**src/rtl/sr04_echo_responder.sv**
```systemverilog
// HC-SR04 sensor model: answers a valid trigger pulse with an echo whose width encodes distance_cm.
// Latency: echo rises BURST+1 cycles after the synchronised trigger falls (plus 2 cycles of synchroniser).
// No backpressure: triggers arriving while busy are dropped and flagged on ignored_trig.
module sr04_echo_responder #(
    parameter int unsigned CLKS_PER_US = 100,
    parameter int unsigned US_PER_CM   = 58,
    parameter int unsigned MIN_TRIG_US = 10,
    parameter int unsigned BURST_US    = 250,
    parameter int unsigned TIMEOUT_US  = 38000,
    parameter int unsigned MAX_DIST_CM = 400,
    parameter int unsigned HOLDOFF_US  = 1000
) (
    input  logic        clk,
    input  logic        reset_n,
    input  logic        trigger,
    input  logic [11:0] distance_cm,
    output logic        echo,
    output logic        busy,
    output logic        short_trig,
    output logic        ignored_trig,
    output logic [15:0] echo_count
);

    // All limits in clock cycles, 32-bit unsigned
    localparam logic [31:0] MIN_CYC     = 32'(MIN_TRIG_US * CLKS_PER_US);
    localparam logic [31:0] BURST_CYC   = 32'(BURST_US * CLKS_PER_US);
    localparam logic [31:0] TIMEOUT_CYC = 32'(TIMEOUT_US * CLKS_PER_US);
    localparam logic [31:0] HOLDOFF_CYC = 32'(HOLDOFF_US * CLKS_PER_US);
    localparam logic [31:0] CM_CYC      = 32'(US_PER_CM * CLKS_PER_US);
    localparam logic [31:0] MAX_DIST    = 32'(MAX_DIST_CM);

    typedef enum logic [2:0] {
        S_IDLE    = 3'd0,
        S_TRIG_HI = 3'd1,
        S_BURST   = 3'd2,
        S_ECHO    = 3'd3,
        S_HOLDOFF = 3'd4
    } state_t;

    state_t      state;
    state_t      state_nxt;
    logic [31:0] cnt;
    logic [31:0] width_lat;
    logic [31:0] width_calc;
    logic [31:0] dist_ext;
    logic        trig_meta;
    logic        trig_s;
    logic        trig_prev;
    logic        trig_rise;
    logic        trig_fall;
    logic        in_service;

    // Two-flop synchroniser plus one delay stage for edge detection
    always_ff @(posedge clk or negedge reset_n) begin
        if (!reset_n) begin
            trig_meta <= 1'b0;
            trig_s    <= 1'b0;
            trig_prev <= 1'b0;
        end else begin
            trig_meta <= trigger;
            trig_s    <= trig_meta;
            trig_prev <= trig_s;
        end
    end

    assign trig_rise  = trig_s & ~trig_prev;
    assign trig_fall  = ~trig_s & trig_prev;
    assign in_service = (state == S_BURST) || (state == S_ECHO) || (state == S_HOLDOFF);

    // Echo width for the current distance input; zero or out-of-range reports the timeout width
    always_comb begin
        dist_ext = {20'd0, distance_cm};
        if ((dist_ext == 32'd0) || (dist_ext > MAX_DIST)) begin
            width_calc = TIMEOUT_CYC;
        end else begin
            width_calc = dist_ext * CM_CYC;
        end
    end

    // State register; echo and busy are registered from the next state so they never glitch
    always_ff @(posedge clk or negedge reset_n) begin
        if (!reset_n) begin
            state <= S_IDLE;
            echo  <= 1'b0;
            busy  <= 1'b0;
        end else begin
            state <= state_nxt;
            echo  <= (state_nxt == S_ECHO);
            busy  <= (state_nxt != S_IDLE);
        end
    end

    // Next-state logic
    always_comb begin
        state_nxt = state;
        case (state)
            S_IDLE: begin
                if (trig_rise) state_nxt = S_TRIG_HI;
            end
            S_TRIG_HI: begin
                if (trig_fall) state_nxt = (cnt >= MIN_CYC) ? S_BURST : S_IDLE;
            end
            S_BURST: begin
                if (cnt == BURST_CYC - 32'd1) state_nxt = S_ECHO;
            end
            S_ECHO: begin
                if (cnt == width_lat - 32'd1) state_nxt = S_HOLDOFF;
            end
            S_HOLDOFF: begin
                if (cnt == HOLDOFF_CYC - 32'd1) state_nxt = S_IDLE;
            end
            default: state_nxt = S_IDLE;
        endcase
    end

    // Cycle counter, latched echo width and completed-echo counter
    always_ff @(posedge clk or negedge reset_n) begin
        if (!reset_n) begin
            cnt        <= 32'd0;
            width_lat  <= 32'd0;
            echo_count <= 16'd0;
        end else begin
            case (state)
                S_IDLE: begin
                    // The edge cycle is the first high cycle, so it already counts as one
                    cnt <= trig_rise ? 32'd1 : 32'd0;
                end
                S_TRIG_HI: begin
                    if (trig_fall) begin
                        cnt <= 32'd0;
                        // Latching the derived width is equivalent to latching distance_cm
                        if (cnt >= MIN_CYC) width_lat <= width_calc;
                    end else if (trig_s && (cnt < MIN_CYC)) begin
                        cnt <= cnt + 32'd1;
                    end
                end
                S_BURST, S_ECHO, S_HOLDOFF: begin
                    cnt <= (state_nxt != state) ? 32'd0 : cnt + 32'd1;
                end
                default: cnt <= 32'd0;
            endcase
            if ((state == S_ECHO) && (state_nxt == S_HOLDOFF)) begin
                echo_count <= echo_count + 16'd1;
            end
        end
    end

    // Single-cycle status pulses
    always_comb begin
        short_trig   = (state == S_TRIG_HI) && trig_fall && (cnt < MIN_CYC);
        ignored_trig = trig_rise && in_service;
    end

endmodule

```
**config.mk**
```make
export PLATFORM = sky130hd
export DESIGN_NAME = sr04_echo_responder
export DESIGN_NICKNAME = d
export VERILOG_FILES = /design/src/rtl/sr04_echo_responder.sv
export SDC_FILE = /design/constraint.sdc
export NUM_CORES = 1
export LEC_CHECK = 0
export CORE_MARGIN = 2
export CORE_UTILIZATION = 42
export DETAILED_ROUTE_END_ITERATION = 8
export PLACE_DENSITY = 0.69
export SLEW_MARGIN = 20
export SYNTH_ARGS = -nofsm -noshare
export SYNTH_HDL_FRONTEND = slang
export SYNTH_SLANG_ARGS = --single-unit
```
**constraint.sdc**
```tcl
create_clock -name clk -period 4.6 [get_ports clk]
set_clock_uncertainty 0.15 [all_clocks]
set_input_delay 0.69 -clock clk [delete_from_list [all_inputs] [get_ports clk]]
set_output_delay 0.69 -clock clk [all_outputs]
set_load 0.05 [all_outputs]
```
# Word-level counts from Yosys, hierarchy flattened
# Cells that the tools add are included.
# Widths: inputs -> output; s select.
# word_totals
ff_bits,88
elab_cells,57
# op_classes
n_addsub,3
n_mul,1
n_lt_le_gt_ge,3
eq_ne,11
mux,13
n_bitwise,4
n_reduce_logical,13
# ops
op,count
$mux 32,3
$pmux 32 s3,1
$add 32x1->32 const B,1
$eq 32x15->1 const B,1
$eq 32x17->1 const B,1
$eq 32x32->1,1
$ge 32x10->1 const B,1
$lt 32x10->1 const B,1
$sub 32x1->32 const B,1
$mux 25,1
$mul 12x10->22 const B,1
$add 16x1->16 const B,1
$mux 3,5
$pmux 3 s5,1
$gt 12x9->1 const B,1
$logic_not 12->1,1
$eq 3x2->1 const B,3
$eq 3x3->1 const B,2
$logic_and 1x1->1,5
$eq 3x1->1 const B,1
$logic_not 3->1,1
$logic_or 1x1->1,3
$ne 3x3->1,1
$ne 3x3->1 const B,1
7 further kinds,9

# Depth between registers and ports, before layout
# Gate-level depths: netlist (run 1).
# depth
ltp_word,7
mapped_depth,17
depth_no_buf,17

# Least setup slack after synthesis (run 1)
# Ideal clock, no wire load.
# synth_timing
path_kind,input-to-reg
from,in distance_cm[4]
to,reg width_lat[22]
setup_time_ns,0.096
arrival_time_ns,4.674
slack_ns,-0.320
cell_stages,15
n_path_buf,0
path_cell_list,ha_1 fa_1 inv_1 fa_1 inv_1 fa_1 fa_1 ha_1 o21ai_0 a211oi_1 nor2_1 a311oi_1 a21o_1 a211oi_1 o31ai_1
# synth_between
elab_chain_len,3
word_cells_on_any_way,5
classes_between,mul (1); order compare (1); mux (1); reduce/logical (2)
# synth_rtl
element,line_no,source
"start, declared",16,"input logic [11:0] distance_cm,"
branches (longest 2 deep; another with $mul 12x10->22),-,
$mux 25 (*),73,if ((dist_ext == 32'd0) || (dist_ext > MAX_DIST)) begin
"end signal, assigned",132,if (cnt >= MIN_CYC) width_lat <= width_calc;
"end, declared",43,logic [31:0] width_lat;
# Mark *: on every way between the ends.
# A chain may end at the register's enable or synchronous reset.

# Worst setup path in the final report (run 1)
# layout_timing
from,in distance_cm[6]
to,reg width_lat[22]
# Same word-level chain as after synthesis.

==> results.toml, run 1 <==
[outcome]
status = "complete, but fails checks"
violations = "negative setup slack"

[final_layout]
synthToLayoutAreaGrowth_pct = 22.5
nFillCells = 1483
layout-drive-gt1-share_pct = 18.5
nets = 963
design_area_um2 = 8470
antenna_cells = 0

[timing]
fmax_mhz = 217
finalCriticalPeriod_ns = 4.61
worstMarginPinSlew_ns = 0.990
hold_viol_final = 0
fin_crit_sh_pct = 100
setup-tns-final_ns = -0.0115
finalWorstSetupSlack_ns = -0.0115
setup_viol = 1
maxSlewHeadroom_pct = 34.0
rsz0062_at_grt = "true"
slew_viol_final = 0

[grt]
grt_max_degree = 79
antenna_found_initial = 0
first_global_vias = 5959
track_usage_pct = 19.4
overflow = 0
grt_pass1_wl_mm = 28.2

[worst_setup_path]
r2r_cells = 13
crit_path_start_kind = "primary input"
crit_family = "adder cells"
cp.depth = 16
path_common_cell = "fa_1"
slowest_delay_ns = 0.53
crit_type = "in2reg"
critical_path_buf_inv_count = 3
critPathRequiredTime_ns = 4.69
slowest_stage = "fa_1"
cp-end-kind = "flip-flop"
arrival_ns = 4.70
cp_max_fo = 3
path_cells = "clkdlybuf4s15_2, ha_4, fa_1, inv_1, fa_1, inv_2, fa_2, fa_1, ha_4, o21ai_4, a211oi_4, nor2_2, a311oi_2, a21o_1, a211oi_2, o31ai_1"

[logic_synthesis]
yosysTopAreaCell = "dfrtp_1"
ys_types = 65
synth_edf_count = 0
ys.warnings.count = 0
synthArstFlopShare_pct = 100
syn-num-nets = 881
netlist_area_um2 = 6920
synth_cells = 771
ys_top_cells_by_area = "dfrtp_1, ha_1, fa_1"
ys.flop_type = "dfrtp_1"
ys_seq_elements = 78
synth_top_area_share_pct = 28.2
synth-seq-area-share_pct = 28.2
synth_common_cells = "dfrtp_1, inv_1, ha_1"
syn_area_per_cell_um2 = 8.97

[run]
drv_cap = 0

[detailed_routing]
route.final.wire_length_mm = 16.9
viasPerCell = 5.54
vias = 5950
dr.first_iter.drc_count = 411
drt-pass1-iter-count = 5
routedWlPerCell_um = 15.7
antenna_left = 0
drc = 0

[power_and_ir_drop]
max-vdd-ir-drop_mv = 0.260
power.leakage_nw = 3.67
power.density_nw_per_um2 = 401

[die]
die_w_um = 132
io_pins = 35
rows = 46
initial_utilization_pct = 43.2
dieArea_um2 = 17500
die_y_um = 132
core_area_um2 = 16000

[placement]
place_congestion = 0.921
placed_area_um2 = 7960
io_buffers = 34
post-dp-hpwl_mm = 12.9

[clocking]
cts_hold_buf = 0
tritoncts = "done"
cts-root-buf = "clkbuf_16"
clkLatencyLatePin_ns = 0.34
clock_sinks = 78
cts_made_buffers = 9
clkTransAtPathRegs_ns = 0.06
cts.htree.levels = 3
clock_path_buffers = 2

[min_path]
whs_path_depth = 0
min-delay-path-class = "reg2reg"
-- routing by layer --
layer	up-vias	global-route usage (%)	part of all wire, %
li1	2922	-	-
met1	2845	25.5	45
met2	158	33.5	49
met3	25	2.77	4.1
met4	0	4.84	1.8
met5	-	0	0
-- final cells by class --
| class | instances | area, µm² | share of cell area (%) |
|---|---|---|---|
| multi-input cells | 581 | 4780 | 56.4 |
| clock buffers | 11 | 233 | 2.75 |
| clock inverters | 5 | 60.1 | 0.709 |
| well taps | 216 | 270 | 3.19 |
| repair buffers | 105 | 888 | 10.5 |
| inverters | 78 | 295 | 3.48 |
| flip-flops and latches | 78 | 1950 | 23.0 |
-- registers in the layout, indices dropped and copies added, names as in the netlist --
| name | cells |
|---|---|
| width_lat | 22 |
| echo_count | 16 |
| trig_s | 1 |
| state | 3 |
| trig_meta | 1 |
| echo | 1 |
| busy | 1 |
| cnt | 32 |
| trig_prev | 1 |
-- per-stage QoR --
step / cells / utilization (%) / power [mW] / hold slack (ns) / setup slack, ns
after floorplan: 771 / - / 1.82 / 0.181 / -0.0355
after global placement: 1053 / 49.7 / 2.39 / 0.194 / -0.744
after detailed placement: 1053 / 49.7 / 2.42 / 0.197 / -0.816
after CTS: 1070 / 52.0 / 3.21 / 0.211 / 0.00137
after global routing: 1074 / 53.0 / 3.66 / 0.231 / -0.148
final: 1074 / 53.0 / 3.40 / 0.207 / -0.0115
-- cells by family after synthesis --
group,synth area share (%)
and+or+nand+nor,21.3
AOI/OAI and AO/OA,15.4
buffers and inverters,6.56
adders and majority gates,20.5
DFF,28.2
xor gates and xnor gates,7.09
muxes,0.904
-- worst paths after layout --
kind                                     start             to  slack, ns
min in group asynchronous              reset_n        cnt[28]       0.34
worst min-delay path                 trig_meta         trig_s       0.21
worst min register to register       trig_meta         trig_s       0.21
worst max-delay path            distance_cm[6]  width_lat[22]      -0.01
worst max register to register    width_lat[3]        cnt[18]       0.49
max in group asynchronous              reset_n  width_lat[24]       3.29
-- report_power, final --
group / total, mW / internal (mW) / switching, mW
clock network: 0.707 / 0.422 / 0.285
registers: 0.706 / 0.696 / 0.0105
logic: 1.99 / 1.04 / 0.942
total: 3.40 / 2.16 / 1.24
-- repair_timing --
action	4_1_cts	5_1_grt
gates resized for setup	34	39
endpoints found under the hold margin	0	0
endpoints found under the setup margin	9	7
pin swaps	23	32
buffers inserted	1	4
-- cell usage in the layout, fill, tap and decap left out, types with 5 or more instances in the layout --
cell / count
a21oi_1: 29
a31oi_1: 7
and3_1: 9
buf_4: 73
clkbuf_16: 9
clkdlybuf4s50_1: 22
dfrtp_1: 78
fa_1: 29
ha_1: 50
ha_4: 14
inv_1: 72
inv_2: 5
nand2_1: 49
nand2b_1: 9
nand3_1: 40
nand4_1: 15
nor2_1: 49
nor3_1: 21
nor4_1: 16
nor4b_1: 5
o211ai_2: 8
o21a_1: 7
o21ai_0: 23
o21ai_1: 8
o22a_1: 6
o22ai_1: 6
o31ai_1: 10
o32ai_1: 5
or2_2: 8
or3_1: 8
or4_1: 5
xnor2_1: 38
xor2_1: 18
Note: power is estimated with default switching activity, not from simulation.
==> run 2: changes to the inputs <==
Settings changed: CORE_UTILIZATION 42 to 35, PLACE_DENSITY 0.69 to 0.51.
==> run 2 against run 1 <==
- core utilization down 8.9 points
- cell count rose by 4.6%
- clock-buffer cell count is 1 lower
- clock power increased by 20%
- hold slack worse by 0.072 ns
- combinational power rose by 3%
- critical path depth unchanged
- the flow now finishes without violations
- sequential share of layout area decreased by 0.30 points
==> results.toml, run 2 (synthesis gave the netlist of run 1 again) <==
[outcome]
status = "completed"

[worst_setup_path]
arrival_ns = 4.67
critical_path_buf_inv_count = 3
slowest_delay_ns = 0.55
reg2reg_slack_ns = 0.50
path_cells = "buf_8, ha_4, inv_4, fa_1, inv_2, fa_1, fa_1, fa_1, ha_4, nand2_4, a211oi_4, nor2_4, a311oi_4, a41o_1, o2111ai_2, nand2_1"
r2r_end = "cnt[27]"
crit_family = "adder cells"
critPathRequiredTime_ns = 4.73
crit_type = "in2reg"
path_common_cell = "fa_1"
cp_max_fo = 3
r2r_cells = 13
cp-end-kind = "flip-flop"
slowest_stage = "fa_1"
crit_path_start_kind = "primary input"
r2r-start = "width_lat[3]"

[final_layout]
largest_reg_flops = 32
synthToLayoutAreaGrowth_pct = 24.1
final_cell_mix = "dfrtp_1, inv_1, buf_4"
layout_commonest_cell = "dfrtp_1"
antenna_cells = 0
layout-drive-gt1-share_pct = 18.6
regMostFlops = "cnt"
nFillCells = 1900
nets = 963
reg_top3 = "cnt (32), width_lat (22), echo_count (16)"

[timing]
slew_viol_final = 0
setup-tns-final_ns = 0
finalWorstSetupSlack_ns = 0.0636
fmax_mhz = 220
fin_crit_sh_pct = 98.6
finalCriticalPeriod_ns = 4.54
rsz0062_at_grt = "true"
maxSlewHeadroom_pct = 32.8
hold_viol_final = 0
whs_ns = 0.135
setup_viol = 0
worstMarginPinSlew_ns = 1.01

[detailed_routing]
dr.first_iter.drc_count = 360
antenna_left = 0
routedWlPerCell_um = 16.3
vias = 5999
drc = 0
route.final.wire_length_mm = 18.4
viasPerCell = 5.34
drt-pass1-iter-count = 5

[grt]
grt_pass1_wl_mm = 29.7
overflow = 0
grt_max_degree = 79
track_usage_pct = 17.8
antenna_found_initial = 0
first_global_vias = 5907

[die]
die_y_um = 145
dieArea_um2 = 20900
io_pins = 35
core_area_um2 = 19500
die_w_um = 145
rows = 51
initial_utilization_pct = 35.6

[run]
drv_cap = 0

[placement]
post-dp-hpwl_mm = 14.5
io_buffers = 34
dp_worst_setup_slack_ns = -0.839
place_congestion = 0.856

[power_and_ir_drop]
power.density_nw_per_um2 = 420
power_mw = 3.60
power.leakage_nw = 3.72
max-vdd-ir-drop_mv = 0.240

[clocking]
cts.htree.levels = 3
tritoncts = "done"
clkLatencyLatePin_ns = 0.34
clkTransAtPathRegs_ns = 0.06
clock_path_buffers = 2
cts_hold_buf = 0
clock_sinks = 78
cts-root-buf = "clkbuf_16"
cts_made_buffers = 9

[min_path]
min-delay-path-class = "in2async"
==> run 2: area by class of cell <==
class | count | area (µm²) | share of cell area (%)
Inverter | 78 | 295 | 3.44
Tap cell | 265 | 332 | 3.86
Multi-Input combinational cell | 581 | 4780 | 55.6
Clock inverter | 6 | 116 | 1.36
Timing Repair Buffer | 105 | 873 | 10.2
Sequential cell | 78 | 1950 | 22.7
Clock buffer | 10 | 239 | 2.78
==> run 2: where the power goes <==
part,internal (mW),switching (mW),total (mW),leakage (nW)
sequential,0.695,0.0110,0.706,0.999
combinational,1.06,0.985,2.05,2.55
clock,0.549,0.298,0.847,0.173
==> run 2: what timing repair did <==
| action | CTS | global route |
|---|---|---|
| endpoints found under the setup margin | 10 | 8 |
| gates resized for setup | 36 | 37 |
| setup buffers | 5 | 4 |
| pin swaps | 22 | 29 |
==> run 2: routing by layer <==
layer  GRT usage [%]  share of wire (%)
met5               0                  0
met4            4.80                1.7
met3            2.58                3.1
met2            30.6                 49
met1            23.5                 46
==> run 2: worst register-to-register path, stage by stage, from the launching register on <==
cell and delay, ns:
dfrtp_1 0.45, inv_1 0.11, ha_1 0.25, nor4b_1 0.47, nand3_1 0.22, buf_4 0.22, nor4_1 0.40, o2111ai_1 0.19
nor4_2 0.33, nand4_2 0.16, a211o_1 0.52, buf_4 0.26, o311ai_0 0.11, o41ai_1 0.14
==> run 2: per-stage QoR <==
step / area (µm²) / std cells / util (%)
floorplan: 7000 / 771 / -
global placement: 7970 / 1097 / 40.9
global route: 8580 / 1123 / 44.1
finish: 8580 / 1123 / 44.1
CTS: 8400 / 1118 / 43.2
detailed placement: 7970 / 1097 / 40.9
==> run 2: worst max-delay path by stage <==
stage,startpoint,end,slack [ns],cells past startpoint
global placement,distance_cm[4],width_lat[22],-0.77,16
finish,distance_cm[5],width_lat[24],0.06,16
detailed placement,distance_cm[4],width_lat[22],-0.84,16
global route,distance_cm[5],width_lat[22],-0.04,16
floorplan,distance_cm[4],width_lat[22],-0.04,15
CTS,distance_cm[1],width_lat[22],0.008,16
==> run 3: changes to the inputs <==
Settings changed: ABC_AREA set to 1.
==> run 3 against run 2 <==
- maximum frequency rose by 2.0%
- non-clock buffer count rose by 7
- largest power group unchanged
- register-to-register slack improved by 0.54 ns
- largest cell class unchanged
- critical endpoint is now width_lat[21]
- design area rose by 10%
- clock-buffer cell count fell by 1
- total power rose by 1.5%
==> results.toml, run 3 <==
[outcome]
status = "completed"

[logic_synthesis]
synth_top_area_share_pct = 25.3
synth_edf_count = 0
syn_area_per_cell_um2 = 7.19
ys.flop_type = "dfrtp_1"
synth_common_cells = "nand2_1, inv_1, nor2_1"
yosysMostFrequentCell = "nand2_1"
synth_cells = 1073
yosysTopAreaCell = "dfrtp_1"
synth-seq-area-share_pct = 25.3
ys_top_cells_by_area = "dfrtp_1, nand2_1, ha_1"
ys.warnings.count = 0
synthArstFlopShare_pct = 100
syn-num-nets = 1183
ys_seq_elements = 78
ys_types = 41
netlist_area_um2 = 7720

[timing]
finalCriticalPeriod_ns = 4.45
maxSlewHeadroom_pct = 38.9
slew_viol_final = 0
worstMarginPinSlew_ns = 0.913
fmax_mhz = 225
hold_viol_final = 0
fin_crit_sh_pct = 96.7
rsz0062_at_grt = "true"
setup_viol = 0
finalWorstSetupSlack_ns = 0.153

[detailed_routing]
wl_met2_mm = 9.49
viasPerCell = 4.77
drt-met1-wl_mm = 10.0
antenna_left = 0
dr.first_iter.drc_count = 337
met3_length_um = 412
drt-pass1-iter-count = 5
drc = 0
route.final.wire_length_mm = 20.3
vias = 6938
top_layer = "met4"
routedWlPerCell_um = 14.0

[clocking]
clock_path_buffers = 2
cts_hold_buf = 0
cts-root-buf = "clkbuf_16"
clkTransAtPathRegs_ns = 0.07
cts_made_buffers = 9
cts.htree.levels = 3
clock_sinks = 78
tritoncts = "done"
clkLatencyLatePin_ns = 0.35

[worst_setup_path]
arrival_ns = 4.50
cp_max_fo = 3
cp-end-kind = "flip-flop"
critPathRequiredTime_ns = 4.65
crit_type = "in2reg"
crit_path_start_kind = "primary input"

[die]
rows = 54
die_w_um = 153
io_pins = 35
dieArea_um2 = 23300
die_y_um = 153
core_area_um2 = 21800
initial_utilization_pct = 35.5

[placement]
place_congestion = 0.846
post-dp-hpwl_mm = 16.5
placed_area_um2 = 8920
io_buffers = 34
dp_worst_setup_slack_ns = -0.809

[final_layout]
synthToLayoutAreaGrowth_pct = 22.7
layout_commonest_cell = "nand2_1"
reg_top3 = "cnt (32), width_lat (22), echo_count (16)"
largest_reg_flops = 32
antenna_cells = 0
nets = 1281
design_area_um2 = 9480
regMostFlops = "cnt"
final_cell_mix = "nand2_1, inv_1, nor2_1"
layout-drive-gt1-share_pct = 14.5
nFillCells = 2283

[grt]
grt_max_degree = 79
antenna_found_initial = 0
track_usage_pct = 17.8
grt_pass1_wl_mm = 34.0
first_global_vias = 6862
overflow = 0

[power_and_ir_drop]
max-vdd-ir-drop_mv = 0.223
power_mw = 3.65
power.density_nw_per_um2 = 386
power.leakage_nw = 4.53

[min_path]
min-delay-path-class = "in2async"

[run]
drv_cap = 0
run 3: metrics by stage:
step           setup TNS, ns  util [%]  hold WS (ns)  cells
2_1_floorplan        -0.0237         -         0.181   1073
3_3_place_gp           -6.59      41.0         0.185   1438
3_5_place_dp           -7.17      41.0         0.186   1438
4_1_cts            -0.000330      42.8         0.200   1454
5_1_grt               -0.113      43.6         0.208   1456
6_report                   0      43.6         0.200   1456
run 3: area by class of cell:
type / instances / area, µm² / area share [%]
clock buffers: 9 / 225 / 2.38
multi-input cells: 798 / 5250 / 55.4
inverters: 172 / 646 / 6.81
clock inverters: 7 / 121 / 1.28
repair buffers: 112 / 927 / 9.78
well taps: 280 / 350 / 3.70
flip-flops and latches: 78 / 1950 / 20.6
run 3: power by group:
| group | internal, mW | switching [mW] |
|---|---|---|
| clock network | 0.533 | 0.305 |
| registers | 0.695 | 0.00653 |
| logic | 1.09 | 1.02 |
run 3: repair_timing:
item,CTS,global route
gates resized for setup,32,46
buffers inserted,0,2
pin swaps,19,31
setup endpoints to repair,10,10
run 3: final timing paths:
path,from,endpoint,slack [ns],cells after the start
setup / recovery,distance_cm[6],width_lat[21],0.15,19
hold / removal,reset_n,cnt[26],0.20,1
setup reg to reg,width_lat[3],cnt[19],1.04,17
hold reg to reg,trig_meta,trig_s,0.20,0
max in group asynchronous,reset_n,width_lat[14],3.55,1
min in group clk,trig_meta,trig_s,0.20,0
run 3: logic make-up after synthesis:
family / after synthesis / synth area share (%)
xor gates and xnor gates: 68 / 7.71
DFF: 78 / 25.3
and+or+nand+nor: 543 / 31.9
buffers and inverters: 197 / 10.0
AOI/OAI and AO/OA: 92 / 6.61
adders and majority gates: 95 / 18.4
run 3: worst max-delay path, cell delays in order:
cell	delay [ns]
buf_6	0.10
ha_4	0.23
fa_1	0.53
inv_1	0.06
fa_1	0.47
inv_1	0.05
fa_1	0.46
fa_1	0.53
ha_4	0.31
nand2_4	0.05
nor2_4	0.09
o21ai_1	0.07
o211ai_1	0.13
nor2_2	0.09
o21ai_2	0.17
a21boi_1	0.09
o21ai_1	0.16
xor2_1	0.15
a22oi_1	0.07
run 3: per-layer routing:
layer | vias to the layer above | global-route usage (%)
li1 | 3624 | -
met1 | 3204 | 24.1
met2 | 88 | 30.2
met3 | 22 | 1.85
met4 | 0 | 5.38
met5 | - | 0
